<file path="src/rtl/cpu_seq_pkg.sv">
// cpu_seq_pkg
//   Shared constants for the multi-cycle instruction sequencer: FSM state
//   encodings, pc_sel codes, decoder pc_control codes, branch opcodes, and
//   helpers that classify an opcode and resolve a conditional branch.
package cpu_seq_pkg;

  // FSM state encodings (3'd7 is illegal and recovers to IDLE)
  localparam logic [2:0] ST_IDLE      = 3'd0;
  localparam logic [2:0] ST_FETCH     = 3'd1;
  localparam logic [2:0] ST_DECODE    = 3'd2;
  localparam logic [2:0] ST_EXECUTE   = 3'd3;
  localparam logic [2:0] ST_MEMORY    = 3'd4;
  localparam logic [2:0] ST_WRITEBACK = 3'd5;
  localparam logic [2:0] ST_ERROR     = 3'd6;

  // PC source select
  localparam logic [1:0] PC_SEL_SEQ    = 2'd0;
  localparam logic [1:0] PC_SEL_JUMP   = 2'd1;
  localparam logic [1:0] PC_SEL_REG    = 2'd2;
  localparam logic [1:0] PC_SEL_BRANCH = 2'd3;

  // Decoder pc_control codes
  localparam logic [3:0] PC_CTRL_SEQ    = 4'd0;
  localparam logic [3:0] PC_CTRL_JUMP   = 4'd1;
  localparam logic [3:0] PC_CTRL_JR     = 4'd2;
  localparam logic [3:0] PC_CTRL_BRANCH = 4'd3;

  // Conditional branch opcodes
  localparam logic [5:0] OP_BEQ = 6'b000100;
  localparam logic [5:0] OP_BNE = 6'b000101;

  typedef struct packed {
    logic is_mem;
    logic is_load;
    logic is_store;
  } op_class_t;

  // Memory ops have op[5] set; op[3] separates stores from loads.
  function automatic op_class_t classify(input logic [5:0] op);
    op_class_t c;
    c.is_mem   = op[5];
    c.is_load  = op[5] & ~op[3];
    c.is_store = op[5] &  op[3];
    return c;
  endfunction

  function automatic logic branch_taken(input logic [5:0] op, input logic zero);
    return ((op == OP_BEQ) & zero) | ((op == OP_BNE) & ~zero);
  endfunction

endpackage

</file>
<file path="src/rtl/seq_wait_timer.sv">
// seq_wait_timer
//   Counts consecutive not-ready cycles of a memory handshake and pulses
//   timeout on the cycle the limit is reached while still not ready.
//   clk        : clock, rising edge
//   rst        : asynchronous active-high reset
//   clear_i    : restart the count (entry into a waiting state)
//   count_en_i : a wait cycle is happening now (in a waiting state, ready low)
//   timeout_o  : combinational pulse, this wait cycle is the last one allowed
module seq_wait_timer #(
  parameter int TIMEOUT_CYCLES = 16,
  parameter int TO_W           = 5
) (
  input  logic clk,
  input  logic rst,
  input  logic clear_i,
  input  logic count_en_i,
  output logic timeout_o
);

  // count_q holds the number of wait cycles already seen, so the
  // TIMEOUT_CYCLES-th wait cycle is the one where count_q == limit-1.
  localparam logic [TO_W-1:0] LAST_WAIT = TO_W'(TIMEOUT_CYCLES - 1);

  logic [TO_W-1:0] count_q, count_d;

  always_comb begin
    count_d = count_q;
    if (clear_i) begin
      count_d = '0;
    end else if (count_en_i) begin
      count_d = count_q + 1'b1;
    end
  end

  assign timeout_o = count_en_i & (count_q == LAST_WAIT);

  always_ff @(posedge clk or posedge rst) begin
    if (rst) begin
      count_q <= '0;
    end else begin
      count_q <= count_d;
    end
  end

endmodule

</file>
<file path="src/rtl/cpu_sequencer.sv">
// cpu_sequencer
//   Multi-cycle sequencer for the simplified MIPS CPU. Owns the instruction
//   register, walks FETCH/DECODE/EXECUTE/MEMORY/WRITEBACK, gates decoder
//   write enables into their own phase, issues one PC update per retired
//   instruction and traps memory stalls into a sticky ERROR state.
//   Inputs : clk, rst (async, active high), run, imem_rdata/imem_ready,
//            dmem_ready, dec_data_mem_wren, dec_reg_file_wren,
//            dec_pc_control, alu_zero
//   Outputs: instruction, imem_req, dmem_req, data_mem_wren, reg_file_wren,
//            pc_wren, pc_sel, state, bus_error, instr_retired
module cpu_sequencer
  import cpu_seq_pkg::*;
#(
  parameter int TIMEOUT_CYCLES = 16,
  parameter int TO_W           = 5
) (
  input  logic        clk,
  input  logic        rst,
  input  logic        run,
  input  logic [31:0] imem_rdata,
  input  logic        imem_ready,
  input  logic        dmem_ready,
  input  logic [3:0]  dec_data_mem_wren,
  input  logic        dec_reg_file_wren,
  input  logic [3:0]  dec_pc_control,
  input  logic        alu_zero,
  output logic [31:0] instruction,
  output logic        imem_req,
  output logic        dmem_req,
  output logic [3:0]  data_mem_wren,
  output logic        reg_file_wren,
  output logic        pc_wren,
  output logic [1:0]  pc_sel,
  output logic [2:0]  state,
  output logic        bus_error,
  output logic [31:0] instr_retired
);

  logic [2:0]  state_q, state_d;
  logic [31:0] instr_q, instr_d;
  logic [31:0] retired_q;
  logic        bus_error_q, bus_error_d;

  logic [5:0]  op;
  op_class_t   op_cls;
  logic [2:0]  retire_next;
  logic        waiting;
  logic        timer_clear;
  logic        timeout;

  assign op     = instr_q[31:26];
  assign op_cls = classify(op);

  // After a retiring cycle, run decides whether the next instruction starts.
  assign retire_next = run ? ST_FETCH : ST_IDLE;

  assign waiting = ((state_q == ST_FETCH)  & ~imem_ready) |
                   ((state_q == ST_MEMORY) & ~dmem_ready);

  // Restart on entry only; MEMORY -> FETCH is a direct edge, so compare states.
  assign timer_clear = (state_d != state_q) &
                       ((state_d == ST_FETCH) | (state_d == ST_MEMORY));

  seq_wait_timer #(
    .TIMEOUT_CYCLES (TIMEOUT_CYCLES),
    .TO_W           (TO_W)
  ) u_wait_timer (
    .clk        (clk),
    .rst        (rst),
    .clear_i    (timer_clear),
    .count_en_i (waiting),
    .timeout_o  (timeout)
  );

  always_comb begin
    state_d       = state_q;
    instr_d       = instr_q;
    bus_error_d   = bus_error_q;
    imem_req      = 1'b0;
    dmem_req      = 1'b0;
    data_mem_wren = 4'b0000;
    reg_file_wren = 1'b0;
    pc_wren       = 1'b0;
    pc_sel        = PC_SEL_SEQ;

    case (state_q)
      ST_IDLE: begin
        if (run) state_d = ST_FETCH;
      end

      ST_FETCH: begin
        imem_req = 1'b1;
        // Ready on the limit cycle wins over the timeout.
        if (imem_ready) begin
          instr_d = imem_rdata;
          state_d = ST_DECODE;
        end else if (timeout) begin
          state_d     = ST_ERROR;
          bus_error_d = 1'b1;
        end
      end

      ST_DECODE: begin
        state_d = ST_EXECUTE;
      end

      ST_EXECUTE: begin
        if (op_cls.is_mem) begin
          state_d = ST_MEMORY;
        end else if (dec_pc_control != PC_CTRL_SEQ) begin
          pc_wren = 1'b1;
          state_d = retire_next;
          case (dec_pc_control)
            PC_CTRL_JUMP:   pc_sel = PC_SEL_JUMP;
            PC_CTRL_JR:     pc_sel = PC_SEL_REG;
            PC_CTRL_BRANCH: pc_sel = branch_taken(op, alu_zero) ? PC_SEL_BRANCH : PC_SEL_SEQ;
            default:        pc_sel = PC_SEL_SEQ;
          endcase
        end else if (dec_reg_file_wren) begin
          state_d = ST_WRITEBACK;
        end else begin
          pc_wren = 1'b1;
          state_d = retire_next;
        end
      end

      ST_MEMORY: begin
        dmem_req = 1'b1;
        if (op_cls.is_store) data_mem_wren = dec_data_mem_wren;
        if (dmem_ready) begin
          if (op_cls.is_load) begin
            state_d = ST_WRITEBACK;
          end else begin
            pc_wren = 1'b1;
            state_d = retire_next;
          end
        end else if (timeout) begin
          state_d     = ST_ERROR;
          bus_error_d = 1'b1;
        end
      end

      ST_WRITEBACK: begin
        reg_file_wren = dec_reg_file_wren;
        pc_wren       = 1'b1;
        state_d       = retire_next;
      end

      ST_ERROR: begin
        state_d = ST_ERROR;
      end

      default: begin
        state_d = ST_IDLE;
      end
    endcase
  end

  always_ff @(posedge clk or posedge rst) begin
    if (rst) begin
      state_q     <= ST_IDLE;
      instr_q     <= '0;
      retired_q   <= '0;
      bus_error_q <= 1'b0;
    end else begin
      state_q     <= state_d;
      instr_q     <= instr_d;
      bus_error_q <= bus_error_d;
      if (pc_wren) retired_q <= retired_q + 32'd1;
    end
  end

  assign instruction   = instr_q;
  assign state         = state_q;
  assign bus_error     = bus_error_q;
  assign instr_retired = retired_q;

endmodule

</file>
<file path="config.mk">
export PLATFORM = sky130hd
export DESIGN_NAME = cpu_sequencer
export DESIGN_NICKNAME = d
export VERILOG_FILES = /design/src/rtl/cpu_seq_pkg.sv /design/src/rtl/seq_wait_timer.sv /design/src/rtl/cpu_sequencer.sv
export SDC_FILE = /design/constraint.sdc
export NUM_CORES = 1
export LEC_CHECK = 0
export ABC_AREA = 1
export CORE_ASPECT_RATIO = 1.25
export CORE_MARGIN = 5
export CORE_UTILIZATION = 50
export DETAILED_ROUTE_END_ITERATION = 6
export MAX_ROUTING_LAYER = met4
export PLACE_DENSITY_LB_ADDON = 0.12
export REMOVE_ABC_BUFFERS = 1
export SYNTH_ARGS = -nofsm -noshare
export SYNTH_HDL_FRONTEND = slang
export SYNTH_SLANG_ARGS = --single-unit
</file>
<file path="constraint.sdc">
create_clock -name clk -period 5.85 [get_ports clk]
set_input_delay 1.755 -clock clk [delete_from_list [all_inputs] [get_ports clk]]
set_output_delay 1.755 -clock clk [all_outputs]
set_load 0.01 [all_outputs]
</file>
==> results.sh <==
export IMPL_path_clk_slew_ns=0.08
export IMPL_crit_type="input port to output port"
export IMPL_die_h_um=108
export IMPL_clock_fmax_ghz=0.193
export IMPL_row_count=35
export IMPL_r2r_start="state[0]$_DFF_PP0_"
export IMPL_grt_total_usage_pct=23.4
export IMPL_critPathLaunchType="input port"
export IMPL_first_iter_violations=141
export IMPL_clock_skew_ns=0.0150
export IMPL_ys_warn_count=0
export IMPL_dp_hpwl_um=7970
export IMPL_grt_pass1_vias=3470
export IMPL_nets=657
export IMPL_cts_resized_gates=0
export IMPL_numCtsBuffers=9
export IMPL_gp_congestion=0.957
export IMPL_p_leak_uw=0.00253
export IMPL_fin_crit_ns=5.19
export IMPL_syn_cell_area_um2=3860
export IMPL_max_slew_margin_pct=38.8
export IMPL_status="complete, no violations"
export IMPL_dieArea_um2=9580
export IMPL_r2r_setup_slack_ns=3.55
export IMPL_postCtsSetupBuffers=0
export IMPL_min_from="instruction[3]$_DFFE_PP0P_"
export IMPL_rsz0062_at_grt="no"
export IMPL_wl_per_cell_um=14.7
export IMPL_r2r_end="u_wait_timer.count_q[3]$_DFFE_PP0P_"
export IMPL_cts_root_buf="clkbuf_8"
export IMPL_initial_core_util_pct=51.8
export IMPL_fin_area_um2=5350
export IMPL_yosysSeqAreaShare_pct=47.4
export IMPL_setup_viol=0
export IMPL_clock_sinks=73
export IMPL_worstMarginPinSlew_ns=0.916
export IMPL_ant_nets=0
export IMPL_syn_inst=478
export IMPL_port_buffers=124
export IMPL_cts_hold_buffers=0
export IMPL_holdPathEnd="instruction[3]$_DFFE_PP0P_"
export IMPL_clockBufferDepth=2
export IMPL_report_power_total_uw=2070
export IMPL_dr_pass1_iters=4
export IMPL_crit_path_end_kind="output port"
export IMPL_drc=0
export IMPL_grt_pass1_wl_um=16700
export IMPL_io_pins=125
export IMPL_vias=3557
export IMPL_synth_seq_cells=73
export IMPL_worst_ep_arrival_time_ns=3.44
export IMPL_whs_path_depth=2
export IMPL_fillers=594
export IMPL_r2r_cells=11
export IMPL_grt_antenna_before_repair=0
export IMPL_vias_per_cell=5.05
export IMPL_syn_area_per_cell_um2=8.07
export IMPL_drive_gt1_share_pct=9.31
export IMPL_max_cap_viol_count=0
export IMPL_setup_tns_ns=0
export IMPL_regArea_um2=1830
export IMPL_cp_required_ns=4.09
export IMPL_hold_class="flop to flop"
export IMPL_cts_tree="built"
export IMPL_syn2layout_area_growth_pct=38.7
export IMPL_powerDensity_nw_per_um2=388
export IMPL_die_x_um=88.6
export IMPL_grt_overflow=0
export IMPL_path_max_fanout=3
export IMPL_grt_start_max_net_pins=46
export IMPL_hold_viol=0
export IMPL_maxSlewViolCount=0
export IMPL_cts_htree_levels=3
export IMPL_antennaDiodeCount=0
export IMPL_final_period_utilization_pct=88.7
export IMPL_placed_area_um2=5170
export IMPL_design_core_area_um2=7440
export IMPL_ys_types=34
export IMPL_clkLatencyLatePin_ns=0.35
export IMPL_multi_input_area_um2=1790
export IMPL_ir_drop_uv=280
export IMPL_drt_total_wl_um=10300
[per-layer routing]
| metal | wire length [µm] | global-route usage [%] |
|---|---|---|
| met1 | 4040 | 26.9 |
| met4 | 253 | 9.40 |
| met2 | 5430 | 39.8 |
| met5 | 0 | - |
| met3 | 601 | 4.57 |
[stage by stage]
stage | std cells | hold slack, ns | utilization, % | setup slack, ns
CTS | 704 | 0.478 | 71.9 | 0.650
finish | 704 | 0.472 | 71.9 | 0.659
global route | 704 | 0.497 | 71.9 | 0.521
detailed placement | 688 | 0.457 | 69.4 | 0.656
global placement | 688 | 0.451 | 69.4 | 0.741
floorplan | 469 | 0.500 | - | 1.65
[worst max path at each step]
stage                endpoint               from  slack [ns]
global route        pc_sel[0]  dec_pc_control[3]        0.52
global placement    pc_sel[0]  dec_pc_control[1]        0.74
detailed placement  pc_sel[0]  dec_pc_control[3]        0.66
finish              pc_sel[0]  dec_pc_control[3]        0.66
floorplan             pc_wren         dmem_ready        1.65
CTS                 pc_sel[0]  dec_pc_control[3]        0.65
[Yosys cell counts (all sizes together)]
master	n	share of area, %
nand2	191	19
dfrtp	73	47
nor2	47	5.9
inv	46	4.5
xor2	22	5.0
nor3	19	3.1
nand3	16	2.7
nand4	13	2.5
o21ai	12	1.6
xnor2	9	2.2
buf	8	1.6
a21oi	7	1.0
and3	3	0.49
ha	3	0.97
nand3b	3	0.58
a21boi	1	0.19
clkbuf	1	0.097
mux2	1	0.29
mux2i	1	0.26
nor4	1	0.16
or2	1	0.16
[critical path: stages]
cell and delay (ns):
clkdlybuf4s50_1 0.39, nor2_1 0.18, o21ai_0 0.11, a21oi_1 0.16, nand2_1 0.10, a21oi_1 0.17, clkdlybuf4s50_1 0.56
[kinds of logic (layout without fill, tap and decap cells)]
kind of cell	count (synthesis)	count (layout)	share of synthesized area (%)
DFF	73	73	47.4
buffers and inverters	55	189	6.20
muxes	2	2	0.552
xor gates and xnor gates	31	31	7.24
and+or+nand+nor	294	294	34.9
adders and majority gates	3	3	0.973
AOI/OAI and AO/OA	20	20	2.76
[state kept, by name (all words and copies together), names as in the netlist]
register / flops
instr_retired: 32
instruction: 32
state: 3
u_wait_timer.count_q: 5
bus_error: 1
[area by class of cell]
class	count	area share (%)
clock buffer	11	2.64
sequential	73	34.1
clock inverter	5	0.748
inverter	46	3.23
tap	92	2.15
multi-input combinational	350	33.5
timing repair buffer	127	23.6
[report_power, final]
group          internal [µW]  leakage, µW  total (µW)  switching, µW
registers                657     0.000921         789            132
clock network            168    0.0000822         356            188
logic                    434      0.00152         929            496
[placed cells by master (no fill, tap or decap), types with 2 or more instances in the layout]
cell / count
and3_1: 3
nand2_1: 183
inv_2: 6
nor2_1: 35
nand3b_1: 3
o21ai_0: 12
nand3_2: 2
dfrtp_1: 73
clkbuf_8: 10
ha_1: 3
nand2_2: 6
nor2_4: 4
nand4_1: 12
clkdlybuf4s50_1: 124
nor2_2: 8
nand3_1: 13
nand2_4: 2
xor2_1: 22
inv_1: 40
xnor2_1: 8
clkinvlp_4: 3
nor3_1: 14
buf_4: 3
nor3_2: 5
a21oi_1: 6
(Power assumes the default switching activity.)
